--- src/rtl/pilha_ctrl.sv ---
// pilha_ctrl: stack controller in front of a synchronous single-port RAM
// with 1-cycle read latency. Serves PUSH / POP / REPLACE over a valid/ready
// handshake, owns the stack pointer and reports full/empty/overflow/underflow.
// Optional macro PILHA_ERR_STICKY_EN: error flags stay set until err_clr or
// reset; when undefined they are one-cycle pulses alongside done in ERR.
module pilha_ctrl #(
   parameter int DATA_W = 16,
   parameter int ADDR_W = 5,
   parameter int DEPTH  = 32
) (
   input  logic              clock,
   input  logic              reset,
   input  logic              cmd_valid,
   output logic              cmd_ready,
   input  logic [1:0]        cmd_op,
   input  logic [DATA_W-1:0] cmd_data,
   input  logic              flush,
   input  logic              err_clr,
   output logic              done,
   output logic [DATA_W-1:0] rd_data,
   output logic              err_ovf,
   output logic              err_unf,
   output logic [ADDR_W:0]   depth,
   output logic              full,
   output logic              empty,
   output logic [ADDR_W-1:0] mem_addr,
   output logic [DATA_W-1:0] mem_wdata,
   output logic              mem_wren,
   input  logic [DATA_W-1:0] mem_rdata
);

   typedef enum logic [2:0] {
      S_IDLE    = 3'd0,
      S_WR      = 3'd1,
      S_RD      = 3'd2,
      S_RD_WAIT = 3'd3,
      S_DONE    = 3'd4,
      S_ERR     = 3'd5
   } state_t;

   localparam logic [1:0] OP_PUSH    = 2'b01;
   localparam logic [1:0] OP_POP     = 2'b10;
   localparam logic [1:0] OP_REPLACE = 2'b11;

   localparam logic [ADDR_W:0] DEPTH_C = DEPTH[ADDR_W:0];
   localparam logic [ADDR_W:0] SP_ONE  = {{ADDR_W{1'b0}}, 1'b1};

   state_t              state_q, state_d;
   logic [ADDR_W:0]     sp_q, sp_d;
   logic [1:0]          op_q, op_d;
   logic [DATA_W-1:0]   rd_data_q, rd_data_d;
   logic [ADDR_W-1:0]   mem_addr_q, mem_addr_d;
   logic [DATA_W-1:0]   mem_wdata_q, mem_wdata_d;
   logic [ADDR_W:0]     sp_m1;
   logic                full_w, empty_w;
   logic                ovf_set, unf_set;

   // Status is purely a function of the stack pointer (sp == entry count).
   assign full_w  = (sp_q == DEPTH_C);
   assign empty_w = (sp_q == '0);
   assign sp_m1   = sp_q - SP_ONE;

   // State, stack pointer and datapath registers; reset aborts any command.
   always_ff @(posedge clock or posedge reset) begin
      if (reset) begin
         state_q     <= S_IDLE;
         sp_q        <= '0;
         op_q        <= '0;
         rd_data_q   <= '0;
         mem_addr_q  <= '0;
         mem_wdata_q <= '0;
      end else begin
         state_q     <= state_d;
         sp_q        <= sp_d;
         op_q        <= op_d;
         rd_data_q   <= rd_data_d;
         mem_addr_q  <= mem_addr_d;
         mem_wdata_q <= mem_wdata_d;
      end
   end

   // Next-state logic; RAM address and write data are loaded at acceptance
   // so they are already stable in the WR/RD cycle.
   always_comb begin
      state_d     = state_q;
      sp_d        = sp_q;
      op_d        = op_q;
      rd_data_d   = rd_data_q;
      mem_addr_d  = mem_addr_q;
      mem_wdata_d = mem_wdata_q;
      ovf_set     = 1'b0;
      unf_set     = 1'b0;
      case (state_q)
         S_IDLE: begin
            if (flush) begin
               sp_d = '0;
            end else if (cmd_valid) begin
               case (cmd_op)
                  OP_PUSH: begin
                     op_d = cmd_op;
                     if (full_w) begin
                        state_d = S_ERR;
                     end else begin
                        state_d     = S_WR;
                        mem_addr_d  = sp_q[ADDR_W-1:0];
                        mem_wdata_d = cmd_data;
                     end
                  end
                  OP_POP: begin
                     op_d = cmd_op;
                     if (empty_w) begin
                        state_d = S_ERR;
                     end else begin
                        state_d    = S_RD;
                        mem_addr_d = sp_m1[ADDR_W-1:0];
                     end
                  end
                  OP_REPLACE: begin
                     op_d = cmd_op;
                     if (empty_w) begin
                        state_d = S_ERR;
                     end else begin
                        state_d     = S_WR;
                        mem_addr_d  = sp_m1[ADDR_W-1:0];
                        mem_wdata_d = cmd_data;
                     end
                  end
                  default: ;
               endcase
            end
         end
         S_WR: begin
            if (op_q == OP_PUSH) sp_d = sp_q + SP_ONE;
            state_d = S_DONE;
         end
         S_RD:      state_d = S_RD_WAIT;
         S_RD_WAIT: begin
            rd_data_d = mem_rdata;
            sp_d      = sp_m1;
            state_d   = S_DONE;
         end
         S_DONE:    state_d = S_IDLE;
         S_ERR: begin
            ovf_set = (op_q == OP_PUSH);
            unf_set = (op_q != OP_PUSH);
            state_d = S_IDLE;
         end
         default:   state_d = S_IDLE;
      endcase
   end

   assign cmd_ready = (state_q == S_IDLE);
   assign done      = (state_q == S_DONE) || (state_q == S_ERR);
   assign mem_wren  = (state_q == S_WR);
   assign mem_addr  = mem_addr_q;
   assign mem_wdata = mem_wdata_q;
   assign rd_data   = rd_data_q;
   assign depth     = sp_q;
   assign full      = full_w;
   assign empty     = empty_w;

`ifdef PILHA_ERR_STICKY_EN
   logic ovf_q, unf_q;

   // Sticky error flags; a new error in the clear cycle wins over err_clr.
   always_ff @(posedge clock or posedge reset) begin
      if (reset) begin
         ovf_q <= 1'b0;
         unf_q <= 1'b0;
      end else begin
         ovf_q <= ovf_set | (ovf_q & ~err_clr);
         unf_q <= unf_set | (unf_q & ~err_clr);
      end
   end

   assign err_ovf = ovf_q | ovf_set;
   assign err_unf = unf_q | unf_set;
`else
   logic unused_err_clr;
   assign unused_err_clr = err_clr;
   assign err_ovf        = ovf_set;
   assign err_unf        = unf_set;
`endif

endmodule

--- config.mk ---
export PLATFORM = sky130hd
export DESIGN_NAME = pilha_ctrl
export DESIGN_NICKNAME = d
export VERILOG_FILES = /design/src/rtl/pilha_ctrl.sv
export SDC_FILE = /design/constraint.sdc
export NUM_CORES = 1
export LEC_CHECK = 0
export ABC_AREA = 1
export CORE_ASPECT_RATIO = 1.75
export CORE_UTILIZATION = 48
export DETAILED_ROUTE_END_ITERATION = 8
export PLACE_DENSITY = 0.85
export SLEW_MARGIN = 10
export SYNTH_ARGS = -nofsm -noshare
export SYNTH_HDL_FRONTEND = slang
export SYNTH_SLANG_ARGS = --single-unit
--- constraint.sdc ---
create_clock -name clock -period 5.5 [get_ports clock]
set_clock_uncertainty 0.15 [all_clocks]
set_input_delay 1.1 -clock clock [delete_from_list [all_inputs] [get_ports clock]]
set_output_delay 1.1 -clock clock [all_outputs]
set_load 0.01 [all_outputs]
Word-level counts from Yosys, hierarchy flattened --
Index checks and enable logic that the tools add are counted.
Word-level totals: logic and storage cells 60, bits of input ports 39, output and inout port bits 50, flip-flop bits (word level) 48
Operators by class: reductions and logical operators 14, equality and inequality tests 19, bitwise operators 1, muxes and demuxes 18, $add $sub $neg 2
Operators with widths (count):
- 2-to-1 mux 16 bit | 2
- case mux 16 bit (2 select lines) | 1
- case mux 3 bit (3 select lines) | 2
- case mux 6 bit (3 select lines) | 1
- 2-to-1 mux 3 bit | 5
- 2-to-1 mux 6 bit | 2
- AND reduction 6 bit | 2
- 2-to-1 mux 5 bit | 2
- != test 2 bit (second input constant) | 5
- case mux 5 bit (2 select lines) | 1
- adder 6 x 1 -> 6 bit (second input constant) | 1
- equality test 3 x 2 -> 1 bit (second input constant) | 2
- equality test 3 bit (second input constant) | 2
- equality test 6 bit (second input constant) | 1
- zero test 6 bit | 1
- != test 2 x 1 -> 1 bit (second input constant) | 3
- AND reduction 3 bit | 2
- subtractor 6 x 1 -> 6 bit (second input constant) | 1
- equality test 2 x 1 -> 1 bit (second input constant) | 2
- equality test 2 bit (second input constant) | 2
- != test 4 x 1 -> 1 bit (second input constant) | 1
- AND reduction 4 bit | 1
- nonzero test 2 bit | 2
- OR reduction 2 bit | 2
- other kinds (7) | 8

Depth between registers and ports, before layout --
Gate-level depths: netlist (run 1).
depth after elaboration 6, depth in mapped cells 9, depth with buffers taken out 9

Worst setup path after synthesis (run 1) --
OpenSTA, ideal clock, no wires.
kind register -> output, start register sp_q[0], in the netlist depth[0], end output empty, stages on the path, launching flop included 7, path buffers 0, setup slack 3.000 ns, arrival time 1.250 ns, data required time 4.250 ns, cell sequence dfrtp_1 clkinv_1 ha_1 inv_1 nor2_4 nand2_1 inv_1
On the way: cells in the longest elaborated chain, start to end 1
RTL lines:
- start: declaration | RTL line 49 | logic [ADDR_W:0] sp_q, sp_d;
- start signal: assignment | RTL line 74 | sp_q <= sp_d;
- zero test 6 bit | RTL line 60 | assign empty_w = (sp_q == '0);
- end: declaration | RTL line 25 | output logic empty,
No other way between the ends.

Final worst setup path (run 1) --
Same ends and word-level chain as after synthesis.

==> results_dict.tcl, run 1 <==
set metrics [dict create \
    status "completed" \
    p_leak_nw 1.65 \
    antenna_found_initial 0 \
    num_io_pins 89 \
    synthMuxAreaShare_pct 0 \
    ys_types 25 \
    combinationalPowerShare_pct 48.1 \
    cp_max_fo 9 \
    fmax_mhz 293 \
    fin_util_pct 71.8 \
    hpwlAfterDp_um 4420 \
    multiInputGateArea_sq_um 1100 \
    diodes 0 \
    min_period_ps 3420 \
    p_int_mw 1.07 \
    cap_violations 0 \
    drt_iter0_drc 124 \
    crit_chain "clkinv_1 -> ha_1 -> inv_1 -> nor2_4 -> nand2_1 -> inv_1 -> clkdlybuf4s50_1" \
    path_class "reg -> out" \
    grt_use_total_pct 22.6 \
    clock_path_buffers 2 \
    cts_setup_buffers 0 \
    first_pass_iters 4 \
    grt_max_degree 49 \
    synth_edf_count 0 \
    htree_num_levels 2 \
    via_count 2361 \
    yosys.area.top_type_share_pct 49.4 \
    netlist_instances 307 \
    synth_xor_area_share_pct 0.720 \
    setup_viol 0 \
    grt_pass1_wl_um 9690 \
    netlist_top_cells_area "dfrtp_1 (49%), nand2_1 (20%), nand4_1 (4.9%)" \
    seq_area_frac_synth_pct 49.4 \
    hp-class "reg -> reg" \
    tritoncts "built" \
    cts_made_buffers 5 \
    drt_wl_total_um 6110 \
    synthSimpleGateAreaFrac_pct 36.4 \
    yosysMostFrequentCell "nand2_1" \
    period_share_pct 62.1 \
    vdd_drop_max_mv 0.348 \
    switching_share_pct 36.7 \
    synth_fp_nets 353 \
    worstSetupEndpointType "primary output" \
    initial_core_util_pct 50.8 \
    place_congestion 0.889 \
    synth_top_family_by_area "simple AND/OR/NAND/NOR gates" \
    slew_headroom_pct 33.7 \
    crit_path_top_delay_cell "dfrtp_1" \
    yosys_most_used_dff "dfrtp_1" \
    cts_root_buf "clkbuf_8" \
    synth_area_leader_cell "dfrtp_1" \
    grt_pass1_vias 2195 \
    worstMarginPinSlew_ps 994 \
    nets 438 \
    startpoint_type "register" \
    regArea_sq_um 1200 \
    setup_tns_ps 0 \
    pwr-share-seq_pct 36.0 \
    clock_latency_ps 300 \
    dieArea_sq_um 5370 \
    hold_buffers 0 \
    netlist_area_sq_um 2430 \
    coreArea_sq_um 4790 \
    clkPwrFrac_pct 15.9 \
    drv_slew 0 \
    switching_power_mw 0.617 \
    overflow 0 \
    ys_seq_elements 48 \
    die_h_um 96.2 \
    clkTransAtPathRegs_ps 80 \
    cpMostUsedCell "inv_1" \
    async_reset_ff_share_pct 100 \
    max_stage_delay_ps 510 \
    chipWidth_um 55.8 \
    postRouteAntennaNets 0 \
    rsz0062_at_grt "false" \
    drc 0 \
    worst_ep_required_time_ps 4250 \
    synthAdderAreaFrac_pct 3.60 \
    synth_compound_area_share_pct 4.32 \
    hold_viol 0 \
    cts_resized 0 \
    syn_area_per_cell_sq_um 7.93 \
    routed_via_density 5.31 \
    cts_num_sinks 48 \
    area_growth_pct 41.2 \
    powerDensity_nw_per_um2 489 \
    drive_gt1_share_pct 5.34 \
    n_fill_cell 390 \
    synth_warnings 0 \
    num_rows 33 \
    worst-endpoint-arrival_ps 2170 \
    port_buffers 87 \
    wl_per_cell_um 13.7 \
    synth_commonest_cells "nand2_1 (131), dfrtp_1 (48), inv_1 (20), nand4_1 (19)" \
]
## worst paths after layout
| kind | start | cells after the start | slack, ps | endpoint |
|---|---|---|---|---|
| worst max register to register | state_q[2]$_DFFE_PP0P_ | 7 | 3050 | depth[4]$_DFFE_PP0P_ |
| worst min register to register | mem_wdata[15]$_DFFE_PP0P_ | 2 | 330 | mem_wdata[15]$_DFFE_PP0P_ |
| max in group asynchronous | reset | 2 | 3370 | state_q[0]$_DFFE_PP0P_ |
| worst max-delay path | depth[0]$_DFFE_PP0P_ | 7 | 2080 | empty |
| worst min-delay path | mem_wdata[15]$_DFFE_PP0P_ | 2 | 330 | mem_wdata[15]$_DFFE_PP0P_ |
| min in group asynchronous | reset | 2 | 1210 | rd_data[2]$_DFFE_PP0N_ |
## power groups by stage
stage | clock network [mW] | logic, mW | registers [mW]
2_1_floorplan | 0 | 0.330 | 0.667
3_3_place_gp | 0 | 0.793 | 0.602
3_5_place_dp | 0 | 0.810 | 0.611
4_1_cts | 0.273 | 0.815 | 0.604
5_1_grt | 0.285 | 0.883 | 0.624
6_report | 0.267 | 0.809 | 0.606
## layout make-up
class | instances | share of cell area (%)
Sequential cell | 48 | 34.9
Multi-Input combinational cell | 228 | 31.9
Timing Repair Buffer | 87 | 25.3
Clock buffer | 6 | 2.40
Inverter | 22 | 2.40
Tap cell | 52 | 1.89
Clock inverter | 2 | 1.13
## state kept, by name, indices dropped and copies added, names as in the netlist
signal / cells
state_q: 3
mem_addr: 5
rd_data: 16
op_q: 2
mem_wdata: 16
depth: 6
## critical path: cells and delay by family, from the launching register on
kind	cells	cell delay, ps
AND/OR/NAND/NOR	2	170
buffers and inverters	4	910
flip-flops	1	510
adder cells (fa/ha/maj)	1	290
## per-stage QoR
step	instances	total power, mW	area (sq um)	hold slack [ps]	worst slack, ps
6_report	445	1.68	3440	327	2080
4_1_cts	445	1.69	3440	332	2100
3_5_place_dp	437	1.42	3320	312	2330
2_1_floorplan	307	0.996	2430	346	3000
3_3_place_gp	437	1.39	3320	302	2350
5_1_grt	445	1.79	3440	349	1980
## kinds of logic (layout without fill, tap and decap cells)
group / count (synthesis) / count (layout)
fa+ha+maj: 7 / 7
buf+inv: 31 / 117
simple gates: 198 / 198
xor+xnor: 2 / 2
compound gates: 21 / 21
flops: 48 / 48
## metal layers
| metal | track usage (%) | routed length, um | share of wire [%] |
|---|---|---|---|
| met5 | 0 | 0 | 0 |
| met1 | 25.6 | 2440 | 40 |
| met3 | 2.96 | 239 | 3.9 |
| met4 | 6.91 | 91 | 1.5 |
| met2 | 43.9 | 3340 | 55 |
## cell usage in the layout (no fill, tap or decap)
| cell type | Yosys | final |
|---|---|---|
| nand2_1 | 131 | 131 |
| clkdlybuf4s50_1 | 0 | 87 |
| dfrtp_1 | 48 | 48 |
| inv_1 | 20 | 19 |
| nand4_1 | 19 | 19 |
| nor2_1 | 18 | 18 |
| nand3_1 | 18 | 18 |
| o21ai_0 | 17 | 17 |
| ha_1 | 7 | 7 |
| clkbuf_8 | 0 | 6 |
| a21oi_1 | 4 | 4 |
| nand3_2 | 3 | 3 |
| inv_2 | 1 | 2 |
| nand2_2 | 2 | 2 |
| nor2_4 | 2 | 2 |
| clkinv_1 | 1 | 1 |
| nor2_2 | 1 | 1 |
| nor3_4 | 1 | 1 |
| nand3_4 | 1 | 1 |
| or2_2 | 1 | 1 |
| xor2_1 | 1 | 1 |
| xnor2_1 | 1 | 1 |
| nor4_1 | 1 | 1 |
| clkinv_4 | 0 | 1 |
| bufinv_16 | 0 | 1 |
(Power assumes the default switching activity.)
==> run 2: changes to the inputs <==
CORE_UTILIZATION = 45   (was 48)
PLACE_DENSITY = 0.81   (was 0.85)
clock period = 3.54 ns   (was 5.5 ns; I/O delays follow)
==> run 2 against run 1 <==
  * The flow now finishes with violations (design-rule violations)
  * Count of clock-buffer cells in the layout did not move
  * Sequential share of layout area barely moved
  * Critical path depth did not move
  * Combinational power rose by 56%
  * Register-to-register slack got worse by 2000 ps
  * Clock power rose by 55%
  * Setup slack got worse by 1600 ps
  * Sequential power rose by 55%
==> results_dict.tcl, run 2 (synthesized netlist as in run 1, its figures left out) <==
set metrics [dict create \
    min_period_ps 3050 \
    clkPwrFrac_pct 15.8 \
    hold_buffers 0 \
    area_growth_pct 41.4 \
    slew_headroom_pct 34.6 \
    hpwlAfterDp_um 4480 \
    drc 10 \
    p_int_mw 1.66 \
    startpoint_type "register" \
    use_met3_pct 2.73 \
    layout_common_cells "nand2_1 (131), clkdlybuf4s50_1 (87), dfrtp_1 (48)" \
    violations "design-rule violations" \
    dieArea_sq_um 5720 \
    wl_per_cell_um 13.6 \
    cts_setup_buffers 0 \
    postRouteAntennaNets 0 \
    setup_viol 0 \
    htree_num_levels 2 \
    layout_setup_ws_ps 487 \
    via_count 2355 \
    num_io_pins 89 \
    grt_pass1_wl_um 10000 \
    overflow 0 \
    worst_ep_required_time_ps 2680 \
    path_buf_inv 4 \
    place_congestion 0.857 \
    tritoncts "built" \
    top_usage_layer "met2" \
    hp-class "reg -> reg" \
    critPathTopFamily "buffers and inverters" \
    powerDensity_nw_per_um2 759 \
    worstMarginPinSlew_ps 980 \
    use_met1_pct 24.8 \
    cts_made_buffers 5 \
    drt_wl_total_um 6080 \
    grt_max_degree 49 \
    grt_use_total_pct 21.9 \
    grt.met2_usage_pct 39.5 \
    chipWidth_um 57.6 \
    num_rows 35 \
    nets 438 \
    setup_tns_ps 0 \
    fmax_mhz 328 \
    status "finished, violations left" \
    max_stage_delay_ps 520 \
    coreArea_sq_um 5260 \
    drt_iter0_drc 189 \
    rsz0062_at_grt "false" \
    switching_share_pct 36.6 \
    pwr-share-seq_pct 36.0 \
    cts_resized 0 \
    crit_path_top_delay_cell "dfrtp_1" \
    hold_start "mem_wdata[2]$_DFFE_PP0P_" \
    cpMostUsedCell "inv_1" \
    cap_violations 0 \
    initial_core_util_pct 46.3 \
    final_common_cell "nand2_1" \
    clkTransAtPathRegs_ps 90 \
    drv_slew 0 \
    grt_pass1_vias 2296 \
    clock_latency_ps 300 \
    routed_via_density 5.26 \
    first_pass_iters 9 \
    cp_max_fo 9 \
    place_ws_ps 749 \
    path_class "reg -> out" \
    cts_num_sinks 48 \
    antenna_found_initial 0 \
    r2r_start "state_q[2]$_DFFE_PP0P_" \
    worst-endpoint-arrival_ps 2190 \
    port_buffers 87 \
    drive_gt1_share_pct 5.34 \
    hold_viol 0 \
    p_total_mw 2.61 \
    clock_path_buffers 2 \
    vdd_drop_max_mv 0.452 \
    diodes 0 \
    cts_root_buf "clkbuf_8" \
    die_h_um 99.3 \
    combinationalPowerShare_pct 48.2 \
    startpoint "depth[0]$_DFFE_PP0P_" \
    period_share_pct 86.2 \
    p_leak_nw 1.65 \
    worstSetupEndpointType "primary output" \
    switching_power_mw 0.957 \
    crit_chain "clkinv_1 -> ha_1 -> inv_1 -> nor2_4 -> nand2_1 -> inv_1 -> clkdlybuf4s50_1" \
]
[run 2: cell counts in the layout (fill, tap and decap cells not counted)]
Identical to the previous run, type by type.
[run 2: layout make-up]
class | count | area [sq um]
Clock buffer | 6 | 82.6
Inverter | 22 | 82.6
Timing Repair Buffer | 87 | 871
Multi-Input combinational cell | 228 | 1100
Tap cell | 55 | 68.8
Sequential cell | 48 | 1200
Clock inverter | 2 | 38.8
Fill cell | 453 | 1810
[run 2: power by group through the flow]
stage | sequential, mW | combinational (mW) | clock [mW]
2_1_floorplan | 1.04 | 0.512 | 0
3_3_place_gp | 0.935 | 1.23 | 0
3_5_place_dp | 0.948 | 1.26 | 0
4_1_cts | 0.938 | 1.27 | 0.426
5_1_grt | 0.967 | 1.39 | 0.443
6_report | 0.941 | 1.26 | 0.414
[run 2: final timing paths]
path                       depth (start not counted)                        to  slack (ps)
setup / recovery                                   7                     empty         490
hold / removal                                     2  mem_wdata[2]$_DFFE_PP0P_         330
setup reg to reg                                   7      depth[4]$_DFFE_PP0P_        1050
hold reg to reg                                    2  mem_wdata[2]$_DFFE_PP0P_         330
max in group asynchronous                          2   rd_data[10]$_DFFE_PP0N_        1840
min in group asynchronous                          2  mem_wdata[0]$_DFFE_PP0P_         800
[run 2: worst register-to-register path: stages, from the launching register on]
cell and delay, ps:
dfrtp_1 430, inv_1 170, nand3_1 550, inv_1 750
nand3_1 160, nand2_1 110, nand2_1 40, o21ai_0 60
[run 2: per-stage QoR]
step | std cells | cell area, sq um | hold slack (ps) | util, %
after floorplan | 307 | 2430 | 346 | -
after global placement | 440 | 3320 | 302 | 63.2
after detailed placement | 440 | 3320 | 308 | 63.2
after CTS | 448 | 3440 | 330 | 65.5
after global routing | 448 | 3440 | 357 | 65.5
final | 448 | 3440 | 328 | 65.5
[run 2: per-layer routing]
metal | vias up | share of wire (%) | wire length [um]
li1 | 1154 | - | -
met4 | 0 | 2.5 | 150
met1 | 1109 | 38 | 2330
met3 | 14 | 4.5 | 272
met5 | - | 0 | 0
met2 | 78 | 55 | 3330
==> run 3: changes to the inputs <==
ABC_CLOCK_PERIOD_IN_PS = 3100   (was not set)
REMOVE_ABC_BUFFERS = 1   (was not set)
clock period = 3.1 ns   (was 3.54 ns; I/O delays follow)
==> run 3 against run 2 <==
  * The run still ends with design-rule violations left
  * Register-to-register slack got worse by 60 ps
  * Sequential power rose by 14%
  * Sequential share of layout area fell by 0.57 points
  * Die area did not move
  * Setup slack got worse by 220 ps
==> results_dict.tcl, run 3 (synthesized netlist as in run 1, its figures left out) <==
set metrics [dict create \
    htree_num_levels 2 \
    violations "design-rule violations" \
    postRouteAntennaNets 0 \
    grt.met2_usage_pct 43.5 \
    cap_violations 0 \
    startpoint_type "register" \
    coreArea_sq_um 5260 \
    setup_tns_ps 0 \
    die_h_um 99.3 \
    via_count 2312 \
    num_rows 35 \
    tritoncts "built" \
    layout_common_cells "nand2_1 (131), clkdlybuf4s50_1 (87), dfrtp_1 (48)" \
    grt_max_degree 26 \
    final_common_cell "nand2_1" \
    grt_use_total_pct 23.0 \
    grt_pass1_wl_um 10100 \
    chipWidth_um 57.6 \
    path_class "reg -> out" \
    hold_start "mem_wdata[6]$_DFFE_PP0P_" \
    antenna_found_initial 0 \
    p_leak_nw 1.68 \
    drt_wl_total_um 6080 \
    worstMarginPinSlew_ps 613 \
    port_buffers 87 \
    use_met3_pct 4.55 \
    min_to "mem_wdata[6]$_DFFE_PP0P_" \
    initial_core_util_pct 46.3 \
    cp_max_fo 7 \
    worst_ep_required_time_ps 2330 \
    fin_util_pct 66.6 \
    cts_root_buf "clkbuf_8" \
    hpwlAfterDp_um 4520 \
    use_met1_pct 23.5 \
    fmax_mhz 352 \
    first_pass_iters 9 \
    r2r_start "depth[1]$_DFFE_PP0P_" \
    nets 443 \
    worst_r2r_path_depth 9 \
    setup_viol 0 \
    r2r_slack_ps 990 \
    whs_ps 325 \
    period_share_pct 91.5 \
    clock_latency_ps 300 \
    clock_path_buffers 2 \
    cts_num_sinks 48 \
    worstSetupEndpointType "primary output" \
    status "finished, violations left" \
    wl_per_cell_um 13.5 \
    powerDensity_nw_per_um2 875 \
    top_usage_layer "met2" \
    rsz0062_at_grt "false" \
    area_growth_pct 43.8 \
    place_congestion 0.911 \
    hold_viol 0 \
    dieArea_sq_um 5720 \
    cts_made_buffers 5 \
    hp-class "reg -> reg" \
    rr_endpoint "mem_addr[3]$_DFFE_PP0P_" \
    slew_headroom_pct 59.1 \
    overflow 0 \
    min_period_ps 2840 \
    drt_iter0_drc 93 \
    whs_path_depth 2 \
    routed_via_density 5.12 \
    drv_slew 0 \
    drc 3 \
    grt_pass1_vias 2284 \
    cts_setup_buffers 0 \
    vdd_drop_max_mv 0.586 \
    drive_gt1_share_pct 6.30 \
    worst-endpoint-arrival_ps 2070 \
    num_io_pins 89 \
    hold_buffers 0 \
    diodes 0 \
    cts_resized 0 \
    clkTransAtPathRegs_ps 90 \
]
run 3: final cells by class:
cell class,instances,area [sq um]
clock inverter,2,60.1
fill,433,1760
tap,55,68.8
sequential,48,1200
inverter,22,82.6
multi-input combinational,228,1100
clock buffer,5,68.8
timing repair buffer,92,921
run 3: per-stage QoR:
stage / instance area [sq um] / setup slack (ps) / cells / total power [mW]
floorplan: 2380 / 1080 / 298 / 1.76
global placement: 3370 / 419 / 445 / 2.51
detailed placement: 3370 / 324 / 445 / 2.55
CTS: 3500 / 288 / 452 / 3.08
global route: 3500 / 172 / 452 / 3.28
finish: 3500 / 263 / 452 / 3.06
run 3: how the worst max path moves through the flow:
stage                         startpoint                      end  slack [ps]
floorplan           depth[0]$_DFFE_PP0P_                    empty        1080
global placement               cmd_op[1]  mem_addr[1]$_DFFE_PP0P_         420
detailed placement             cmd_op[1]  mem_addr[1]$_DFFE_PP0P_         320
CTS                 depth[1]$_DFFE_PP0P_                     full         290
global route        depth[1]$_DFFE_PP0P_                     full         170
finish              depth[1]$_DFFE_PP0P_                     full         260
run 3: per-layer routing:
layer / up-vias / wire length, um
li1: 1165 / -
met1: 1073 / 2340
met2: 62 / 3350
met3: 12 / 242
met4: 0 / 144
met5: - / 0
run 3: critical path, stage by stage, from the launching register on:
cell and delay, ps:
dfrtp_1 470, inv_1 150, ha_1 160, inv_1 70, nor4_1 310, clkdlybuf4s50_1 610
run 3: power breakdown:
group	switching, mW	internal (mW)	leakage [nW]
Combinational	0.717	0.750	1.04
Clock	0.211	0.317	0.0642
Sequential	0.170	0.895	0.572
Total	1.10	1.96	1.68
==> RTL edit 1 (settings of run 1) <==
Set the parameter `DATA_W` to 20 (it was 16).
--- a/src/rtl/pilha_ctrl.sv
+++ b/src/rtl/pilha_ctrl.sv
@@ -5,5 +5,5 @@
 // reset; when undefined they are one-cycle pulses alongside done in ERR.
 module pilha_ctrl #(
-   parameter int DATA_W = 16,
+   parameter int DATA_W = 20,
    parameter int ADDR_W = 5,
    parameter int DEPTH  = 32
Ports: changed (resized cmd_data, mem_rdata, mem_wdata and rd_data); port bits go from 89 to 105. No check against the original RTL was run, so the function may have changed too.
==> RTL edit 1 against run 1 <==
  * Final area rose by 13%
  * Combinational power rose by 13%
  * Synthesized area rose by 13%
  * Via count rose by 11%
  * Routed wire length rose by 11%
  * Power increased by 11%
  * Cell count increased by 16%
  * Critical path depth did not move
  * Setup slack got worse by 31 ps
  * Hold slack better by 0.69 ps
  * Die area grew 13%
  * Sequential cell count up 8
  * Count of clock-buffer cells in the layout did not move
  * Largest cell class unchanged
  * Largest power group unchanged
==> RTL edit 1: results (changes against run 1) <==
- Status: complete, no violations (unchanged)
- Distinct cells, synth: 24 (was 25)
- Wire per inst: 13.07 um (was 13.73 um)
- Number of global-route vias before repair: 2,364 (was 2,195)
- Reg-to-reg endpoint: mem_wdata[16] (was depth[4])
- Most used DFF post-synth: dfrtp_1 (unchanged)
- Pre-antenna DRT Iters: 6 (was 4)
- Hold WC Path Type: register to register (unchanged)
- Footprint of the multi-input gates: 1184 um^2 (was 1096 um^2)
- 1st-iter DRT viols: 127 (was 124)
- Gpl congestion: 0.8958 (was 0.8891)
- Placed Area: 3794 um^2 (was 3316 um^2)
- Reg clk slew, reported paths: 100 ps (was 80 ps)
- Seq/Total Area, Yosys: 0.5093 (was 0.4936)
- Share of layout cells above drive strength 1: 0.04989 (was 0.05344)
- Pre-CTS setup slack: 1976 ps (was 2328 ps)
- First-pass GRT wire length: 10,780 um (was 9687 um)
- Largest net degree at the start of global routing: 57 (was 49)
- IO buf count: 103 (was 87)
- LEAKAGE: 1.853 nW (was 1.645 nW)
- Final-layout fill cell count: 490 (was 390)
- Final worst slack: 2054 ps (was 2085 ps)
- Skew-Pair Late Insertion Delay: 320 ps (was 300 ps)
- Worst path arrival time: 2200 ps (was 2170 ps)
- Vias per cell: 5.081 (was 5.306)
- Commonest cells in the netlist: nand2_1, dfrtp_1, nand4_1, nand3_1, inv_1 (was nand2_1, dfrtp_1, inv_1, nand4_1)
- Synth top area cells: dfrtp_1, nand2_1, nand4_1 (unchanged)
- R2R cell count: 8 (was 7)
- Slew @ Worst Pin: 949.9 ps (was 993.6 ps)
- Hpwl dp: 4927 um (was 4421 um)
- Syn_nets: 398 (was 353)
- Flop-to-flop setup slack: 2690 ps (was 3050 ps)
- Peak supply drop: 0.2517 mV (was 0.3480 mV)
- Fin nets: 494 (was 438)
- Reg-to-reg critical path startpoint: depth[0] (was state_q[2])
- Total Routing Usage GR: 0.2335 (was 0.2261)
==> RTL edit 1: cell type report <==
cell class / count / share of cell area
clock inverter: 2 / 0.003537
sequential: 56 / 0.3601
tap: 76 / 0.02444
inverter: 22 / 0.02154
timing repair buffer: 103 / 0.2650
clock buffer: 6 / 0.02122
multi-input combinational: 252 / 0.3042
==> RTL edit 1: worst min-delay path by stage <==
| stage | start | to | slack [ps] | cells past startpoint |
|---|---|---|---|---|
| 2_1_floorplan | op_q[1] | op_q[1] | 350 | 2 |
| 3_3_place_gp | mem_wdata[7] | mem_wdata[7] | 300 | 2 |
| 3_5_place_dp | mem_wdata[2] | mem_wdata[2] | 310 | 2 |
| 4_1_cts | mem_wdata[15] | mem_wdata[15] | 330 | 2 |
| 5_1_grt | mem_wdata[15] | mem_wdata[15] | 350 | 2 |
| 6_report | mem_wdata[15] | mem_wdata[15] | 330 | 2 |
==> RTL edit 1: routing by layer <==
metal	global-route usage	wire (um)
met5	0	0
met4	0.07509	108
met3	0.04557	334
met2	0.4296	3676
met1	0.2618	2637
==> RTL edit 1: kinds of logic after synthesis <==
family | share of synthesized area
adder cells (fa/ha/maj) | 0.03183
flip-flops | 0.5093
buffers and inverters | 0.06047
AND/OR/NAND/NOR | 0.3538
AO/OA/AOI/OAI | 0.03820
XOR/XNOR | 0.006368
==> RTL edit 1: worst max-delay path, delay by kind of cell (launching register included) <==
| kind | cells | cell delay [ps] |
|---|---|---|
| buf+inv | 4 | 890 |
| flops | 1 | 500 |
| fa+ha+maj | 1 | 300 |
| simple gates | 2 | 180 |
==> RTL edit 1: power by group <==
group,switching (mW),internal [mW]
Combinational,0.440,0.475
Sequential,0.117,0.592
Clock,0.137,0.103
Total,0.694,1.17
==> RTL edit 1: through the flow <==
step             util  power (mW)  cells
2_1_floorplan       -       1.140    344
3_3_place_gp   0.6847       1.604    509
3_5_place_dp   0.6847       1.634    509
4_1_cts        0.7021       1.879    517
5_1_grt        0.7023       2.000    517
6_report       0.7023       1.864    517
==> RTL edit 2 (flow settings as in run 1) <==
Made on the original files. Encoding of `state_t`: now one-hot (6 bits for 6 states).
--- a/src/rtl/pilha_ctrl.sv
+++ b/src/rtl/pilha_ctrl.sv
@@ -30,11 +30,11 @@
 );
 
-   typedef enum logic [2:0] {
-      S_IDLE    = 3'd0,
-      S_WR      = 3'd1,
-      S_RD      = 3'd2,
-      S_RD_WAIT = 3'd3,
-      S_DONE    = 3'd4,
-      S_ERR     = 3'd5
+   typedef enum logic [5:0] {
+      S_IDLE    = 6'b000001,
+      S_WR      = 6'b000010,
+      S_RD      = 6'b000100,
+      S_RD_WAIT = 6'b001000,
+      S_DONE    = 6'b010000,
+      S_ERR     = 6'b100000
    } state_t;
 
Behaviour: no difference found for any inputs over 10 cycles, from zero or initial values and one cycle with reset high; not proved beyond that.
==> RTL edit 2 against run 1 <==
  * Routed wire length up 11%
  * Power shrank 27%
  * Combinational power down 44%
  * Setup slack worse by 9.2 ps
  * Synthesized area up 11%
  * Hold slack improved by 1.5 ps
  * Final area increased by 7.6%
  * Sequential cell count up 3
==> RTL edit 2: results (changes against run 1) <==
- Status: complete, no violations (unchanged)
- Peak supply drop: 0.1892 mV (was 0.3480 mV)
- H-tree Lvls: 2 (unchanged)
- Largest net degree at the start of global routing: 52 (was 49)
- Seq/Total Area, Yosys: 0.4712 (was 0.4936)
- Synth top area cells: dfrtp_1, nand2_1, nand4_1 (unchanged)
- Post-Synth Adder-Cell Area: 0.02769 (was 0.03599)
- Distinct cells, synth: 27 (was 25)
- Critical path fanouts, max: 8 (was 9)
- Final-layout fill cell count: 425 (was 390)
- Wire per inst: 13.51 um (was 13.73 um)
- Skew-Pair Late Insertion Delay: 300 ps (about the same)
- Reg clk slew, reported paths: ~90 ps
- Fin nets: 472 (was 438)
- CP max stage cell: clkdlybuf4s50_1 (was dfrtp_1)
- Xor/xnor share of the synthesized area: 0.009691 (was 0.007198)
- Commonest cells in the netlist: nand2_1, dfrtp_1, inv_1, nand4_1, nor2_1 (was nand2_1, dfrtp_1, inv_1, nand4_1)
- 1st-iter DRT viols: 194 (was 124)
- First-pass GRT wire length: 10,830 um (was 9687 um)
- Mean post-synth cell area: 7.859 um^2 (was 7.927 um^2)
- Hpwl dp: 4824 um (was 4421 um)
- Pre-antenna DRT Iters: 5 (was 4)
- Slowest cell delay on critical path: 570 ps (was 510 ps)
- Compound-Gate Fraction of Synth Area: 0.01892 (was 0.04319)
- Gpl congestion: 0.8179 (was 0.8891)
- Share of layout cells above drive strength 1: 0.06075 (was 0.05344)
- Total Routing Usage GR: 0.2345 (was 0.2261)
- Slew @ Worst Pin: 1059 ps (was 993.6 ps)
- Vias post-DR: 2,527 (was 2,361)
- LEAKAGE: 1.806 nW (was 1.645 nW)
- DP Cell Count: 494 (was 437)
- Syn_nets: 390 (was 353)
- Fin crit period: 3425 ps (was 3415 ps)
- Final Instance Count excl. Fillers: 502 (was 445)
- IO buf count: 87 (unchanged)
-- RTL edit 2: layout make-up --
cell class | instances | area [um^2] | share of cell area
clock buffer | 6 | 72.57 | 0.01961
clock inverter | 2 | 37.54 | 0.01015
inverter | 37 | 138.9 | 0.03754
multi-input combinational | 245 | 1210 | 0.3270
sequential | 51 | 1277 | 0.3453
tap | 74 | 92.59 | 0.02503
timing repair buffer | 87 | 870.8 | 0.2354
-- RTL edit 2: metal layers --
layer  up-vias  track usage  share of wire
met1      1160       0.2535           0.37
met4         0       0.1062          0.018
met3        11      0.03704          0.056
met5         -            0              0
li1       1248            -              -
met2       108       0.4336           0.55
-- RTL edit 2: cell families after synthesis --
logic type | Yosys count
compound gates | 10
xor+xnor | 3
fa+ha+maj | 6
buf+inv | 49
flops | 51
simple gates | 226
-- RTL edit 2: power breakdown --
group	internal, mW	switching, mW
Clock	0.136	0.118
Sequential	0.464	0.0487
Combinational	0.227	0.230
Total	0.827	0.397
-- RTL edit 2: stage by stage --
step / instance area (um^2) / hold WS, ps / power (mW) / setup WS (ps)
floorplan: 2711 / 319.0 / 0.7366 / 3022
finish: 3700 / 328.1 / 1.224 / 2075
detailed placement: 3590 / 308.7 / 0.9725 / 2319
CTS: 3700 / 330.8 / 1.231 / 2085
global route: 3700 / 347.1 / 1.294 / 1955
global placement: 3590 / 302.3 / 0.9616 / 2381
-- RTL edit 2: worst paths after layout --
kind | startpoint | end | slack, ps | depth (start not counted)
worst max-delay path | depth[0] | full | 2080 | 5
worst min-delay path | mem_wdata[9] | mem_wdata[9] | 330 | 2
worst max register to register | state_q[5] | depth[4] | 2810 | 7
worst min register to register | mem_wdata[9] | mem_wdata[9] | 330 | 2
max in group asynchronous | reset | op_q[1] | 3310 | 2
min in group asynchronous | reset | rd_data[7] | 1230 | 2
-- RTL edit 2: worst max-delay path, delay by kind of cell, from the launching register on --
family	cells	cell delay, ps
buf+inv	2	800
fa+ha+maj	1	300
simple gates	2	300
flops	1	490
